**src/rtl/edge_event_arbiter.sv**
```systemverilog
// edge_event_arbiter
//   Collects the 1-cycle rising/falling edge pulses from NCHAN input
//   conditioners. It issues them one at a time as a registered event
//   stream with a valid/ready handshake. Channels are served round-robin.
//
// Ports
//   clk, reset_n              clock, async active-low reset
//   posedge_in/negedge_in     per-channel edge pulses (never back-pressured)
//   evt_valid/evt_ready       event handshake
//   evt_chan/evt_rising       presented event: channel index and polarity
//   pending                   channel has at least one un-issued event
//   overflow                  sticky per-channel "edge merged/lost" flag
//   ovf_clear                 synchronous clear of all overflow bits

// Per-channel capture: one pending bit per polarity plus an order bit.
// On a grant (iss) the channel drops its older pending polarity.
module edge_event_chan (
    input  logic clk,
    input  logic reset_n,
    input  logic pos,
    input  logic neg,
    input  logic iss,
    input  logic ovf_clear,
    output logic pend_r,
    output logic pend_f,
    output logic older_rise,
    output logic ovf
);
    logic rise_first;
    logic r_keep, f_keep;

    assign older_rise = (pend_r & pend_f) ? rise_first : pend_r;

    // Bits that survive this edge's grant. A pulse on a bit being issued
    // simply re-sets it and is not counted as a merge.
    assign r_keep = pend_r & ~(iss &  older_rise);
    assign f_keep = pend_f & ~(iss & ~older_rise);

    always_ff @(posedge clk or negedge reset_n) begin
        if (!reset_n) begin
            pend_r     <= 1'b0;
            pend_f     <= 1'b0;
            rise_first <= 1'b0;
            ovf        <= 1'b0;
        end else begin
            pend_r <= r_keep | pos;
            pend_f <= f_keep | neg;
            ovf    <= (ovf & ~ovf_clear) | (pos & r_keep) | (neg & f_keep);
            // The order bit tracks whichever polarity is oldest. When only
            // one bit survives, that bit is the older one. When the channel
            // empties, a new arrival sets the order; a rise wins a tie.
            if (r_keep && !f_keep)
                rise_first <= 1'b1;
            else if (f_keep && !r_keep)
                rise_first <= 1'b0;
            else if (!r_keep && !f_keep && (pos || neg))
                rise_first <= pos;
        end
    end
endmodule

module edge_event_arbiter #(
    parameter int NCHAN = 4,
    parameter int CHANW = 2
) (
    input  logic             clk,
    input  logic             reset_n,
    input  logic [NCHAN-1:0] posedge_in,
    input  logic [NCHAN-1:0] negedge_in,
    output logic             evt_valid,
    input  logic             evt_ready,
    output logic [CHANW-1:0] evt_chan,
    output logic             evt_rising,
    output logic [NCHAN-1:0] pending,
    output logic [NCHAN-1:0] overflow,
    input  logic             ovf_clear
);
    typedef enum logic { S_IDLE, S_OFFER } state_t;

    state_t             state, state_nxt;
    logic [NCHAN-1:0]   pend_r, pend_f, older_rise, iss;
    logic [CHANW-1:0]   last, gidx;
    logic               found, load;

    genvar g;
    generate
        for (g = 0; g < NCHAN; g++) begin : g_chan
            edge_event_chan u_chan (
                .clk        (clk),
                .reset_n    (reset_n),
                .pos        (posedge_in[g]),
                .neg        (negedge_in[g]),
                .iss        (iss[g]),
                .ovf_clear  (ovf_clear),
                .pend_r     (pend_r[g]),
                .pend_f     (pend_f[g]),
                .older_rise (older_rise[g]),
                .ovf        (overflow[g])
            );
            assign iss[g] = load && (gidx == CHANW'(g));
        end
    endgenerate

    assign pending = pend_r | pend_f;

    // Round-robin search starting just after the last granted channel.
    always_comb begin
        int               idx;
        logic [CHANW-1:0] cand;
        found = 1'b0;
        gidx  = '0;
        for (int k = 1; k <= NCHAN; k++) begin
            idx = int'(last) + k;
            if (idx >= NCHAN) idx = idx - NCHAN;
            cand = CHANW'(idx);
            if (!found && pending[cand]) begin
                found = 1'b1;
                gidx  = cand;
            end
        end
    end

    // A new event is loaded when the output slot is empty or being
    // emptied this edge. Pulses arriving at the same edge are not yet
    // visible in pending, so they cannot be granted yet.
    assign load = found && (state == S_IDLE || evt_ready);

    always_ff @(posedge clk or negedge reset_n) begin
        if (!reset_n) state <= S_IDLE;
        else          state <= state_nxt;
    end

    always_comb begin
        state_nxt = state;
        case (state)
            S_IDLE:  if (load) state_nxt = S_OFFER;
            S_OFFER: if (evt_ready && !load) state_nxt = S_IDLE;
            default: state_nxt = S_IDLE;
        endcase
    end

    assign evt_valid = (state == S_OFFER);

    always_ff @(posedge clk or negedge reset_n) begin
        if (!reset_n) begin
            evt_chan   <= '0;
            evt_rising <= 1'b0;
            last       <= CHANW'(NCHAN - 1);
        end else if (load) begin
            evt_chan   <= gidx;
            evt_rising <= older_rise[gidx];
            last       <= gidx;
        end
    end
endmodule
```
**config.mk**
```make
export PLATFORM = sky130hd
export DESIGN_NAME = edge_event_arbiter
export DESIGN_NICKNAME = d
export VERILOG_FILES = /design/src/rtl/edge_event_arbiter.sv
export SDC_FILE = /design/constraint.sdc
export NUM_CORES = 1
export LEC_CHECK = 0
export BUFFER_PORTS_ARGS = -buffer_cell sky130_fd_sc_hd__buf_2
export CORE_MARGIN = 2
export CORE_UTILIZATION = 50
export CTS_CLUSTER_SIZE = 30
export DETAILED_ROUTE_END_ITERATION = 7
export GPL_ROUTABILITY_DRIVEN = 0
export PLACE_DENSITY = 0.74
export SLEW_MARGIN = 20
export SYNTH_ARGS = -nofsm -noshare
export SYNTH_HDL_FRONTEND = slang
export SYNTH_HIERARCHICAL = 1
export SYNTH_SLANG_ARGS = --single-unit
```
**constraint.sdc**
```tcl
create_clock -name clk -period 5.8 [get_ports clk]
set_input_delay 1.16 -clock clk [delete_from_list [all_inputs] [get_ports clk]]
set_output_delay 1.16 -clock clk [all_outputs]
set_load 0.05 [all_outputs]
```
==> qor.txt <==
Std-Cell Rows - 18
Worst-case vdd ir drop - 0.000268 V
Share of cells above drive strength 1 - 0.329
Gate Count Post-Synth - 135
Number of hold violations in the final report - 0
Number of antenna violations at the first check in global routing - 0
CP cell instances - nor2_1 -> inv_1 -> buf_2
Via count normalized by instance count - 5.57
Proportion of power drawn by combinational gates - 0.491
Mean post-synth cell area - 9.85 µm²
Non-Filler Instances - 191
Largest cells by area after synthesis - dfrtp_1 (38%), nand2_1 (5.6%), inv_1 (4.2%)
N_diodes - 0
Biggest fanout along the worst timing path - 5
Vias - 1,063
Power per cell area - 434 nW/µm²
Count of input and output buffers - 23
Worst-Skew Late Latency - 0.31 ns
CTS tree - done
Number of flip-flops and latches in the synthesized netlist - 22
Height of the die - 55.6 µm
Fin crit period - 2.74 ns
# DRC - 0
Maximum level of the CTS H-tree - 1
Overflow after GRT - 0
Total Negative Setup Slacks - 0 ns
Skew final - 0.00883 ns
Final Slew Violations - 0
DPL Wire Length - 2060 µm
Number of iterations in the first detailed-routing pass - 4
Fraction of registers with async set/reset - 1.00
Slew Limit Headroom - 0.479
Leakage Power - 0.687 nW
Number of max-capacitance violations reported - 0
Number of unique standard cell types used by synthesis - 37
First-pass GRT wire length - 4800 µm
Overall routing resource usage - 0.195
Reg2reg path depth - 7
Clock-pin slew on the worst setup and hold paths - 0.12 ns
RSZ-0062 raised after global routing - no
Hold Path Stages - 2
Leading cell types in the layout, fill and taps excluded - buf_2 (23), nand2_1 (20), dfrtp_1 (20)
Final Routed Wirelength - 2710 µm
Cell Count Post-Placement - 187
Boundary pin count - 24
Post-synthesis sequential area ratio - 0.416
Via count of the first global-routing pass - 1,065
Maximum frequency from static timing analysis - 365 MHz
Path class of the lowest-slack min-delay path - register to register
Standard cell core area - 2500 µm²
Maximum number of pins on one net before global-route repair - 23
Root buffer cell - clkbuf_4
Number of DRC markers after the initial detailed-route iteration - 15
Critical Path Sink Type - output port
Overall power after layout - 0.000656 W
Relative contribution of sequential cells to total power - 0.379
Crit Path Class - register to output port
Crit. Startpoint - g_chan[2].u_chan/pend_f
Int Power - 0.000379 W
Horizontal extent of the die - 55.6 µm
Number of setup buffers added after CTS - 0
Hold wc startpoint - evt_chan[1]
CTS resizes - 0
Startpoint of the worst-slack reg-to-reg timing path - g_chan[1].u_chan/pend_f
Summed instance area of the synthesized netlist - 1330 µm²
Top_reg_cell synth - dfrtp_1
Standard cell with the maximum stage delay on the critical path - dfrtp_1
Final setup violation count - 0
Number of buffers inserted by hold repair at cts - 0
Part of the power in the clock network - 0.130
Net Sw Frac - 0.423
Post-synth EDFFs - 0
Layout net count - 174
CP Data Required Time - 4.64 ns
Synthesized net count - 147
Area growth from synthesis to final layout - 13.6%
Startpoint Class - register
Data arrival time at the worst-slack endpoint - 1.58 ns
Wire per inst - 14.2 µm
Clock buffer count from CTS - 3
Status - completed
Total of warnings raised by yosys - 6
Portion of the clock cycle consumed by the worst path in the final layout - 0.472
Clk sinks - 22
Largest stage delay on the critical path - 0.45 ns
Antenna violation net count after detailed routing - 0
Top-area cell type share of the netlist area - 0.376
Most frequent standard cell in the layout excluding fill and tap cells - buf_2
Die Footprint - 3090 µm²
Slew at the pin with the worst max-slew slack - 0.775 ns
Switching pwr - 0.000277 W
Buffer depth of the longest clock path - 2
Starting density of the core - 0.532
Cell accounting for the most synthesized area - dfrtp_1
routing by layer:
layer,GRT usage,part of all wire
met1,0.252,0.45
met3,0.0512,0.034
met4,0.0418,0.0070
met2,0.330,0.51
met5,0,0
critical path: cells and delay by family (launching register included):
family | cells | cell delay [ns]
buf+inv | 2 | 0.42
flops | 1 | 0.45
simple gates | 1 | 0.41
power groups by stage:
stage	clock [W]	combinational [W]	sequential, W
CTS	0.0000891	0.000324	0.000249
finish	0.0000851	0.000322	0.000249
global route	0.0000958	0.000355	0.000256
floorplan	0	0.000228	0.000283
detailed placement	0	0.000322	0.000251
global placement	0	0.000316	0.000248
metrics by stage:
step	cell area, µm²	util	hold WS, ns	worst slack (ns)
detailed placement	1480	0.590	0.458	2.95
CTS	1510	0.605	0.492	3.06
global route	1510	0.605	0.527	2.94
finish	1510	0.605	0.483	3.06
global placement	1480	0.590	0.456	3.06
floorplan	1330	-	0.526	3.22
cells in the mapped netlist (3+ instances only):
cell type and instances:
dfrtp_1 20, nand2_1 20, inv_1 15, nor2_1 6, a21oi_1 5, or2_1 5
a21boi_0 4, a21boi_2 4, a21o_1 4, a21oi_2 4, a221o_1 4, and2_2 4
nand2b_4 4, o22ai_1 4, xnor2_1 4, nor3_1 3
kinds of logic after synthesis:
group                  share of synthesized area
AO/OA/AOI/OAI                              0.276
XOR/XNOR                                  0.0263
buffers and inverters                     0.0480
flip-flops                                 0.416
multiplexers                              0.0151
AND/OR/NAND/NOR                            0.219
registers in the layout, indices dropped and copies added (netlist names):
| register | count |
|---|---|
| g_chan.u_chan/ovf | 4 |
| g_chan.u_chan/pend_f | 4 |
| g_chan.u_chan/pend_r | 4 |
| g_chan.u_chan/rise_first | 4 |
| evt_chan | 2 |
| last | 2 |
| evt_rising | 1 |
| evt_valid | 1 |
path summary, 6_finish.rpt:
kind	slack, ns	endpoint
worst min register to register	0.48	evt_chan[1]
max in group asynchronous	4.64	last[1]
min in group asynchronous	0.79	evt_chan[0]
worst max-delay path	3.06	pending[2]
worst min-delay path	0.48	evt_chan[1]
worst max register to register	3.26	g_chan[3].u_chan/ovf
final cells by class:
class                      count  area, µm²
timing repair buffer          23        115
inverter                      15       56.3
multi-input combinational     97        713
clock buffer                   4       36.3
tap                           30       37.5
fill                         224        988
sequential                    22        553
Power figures use the tool's default switching activity.
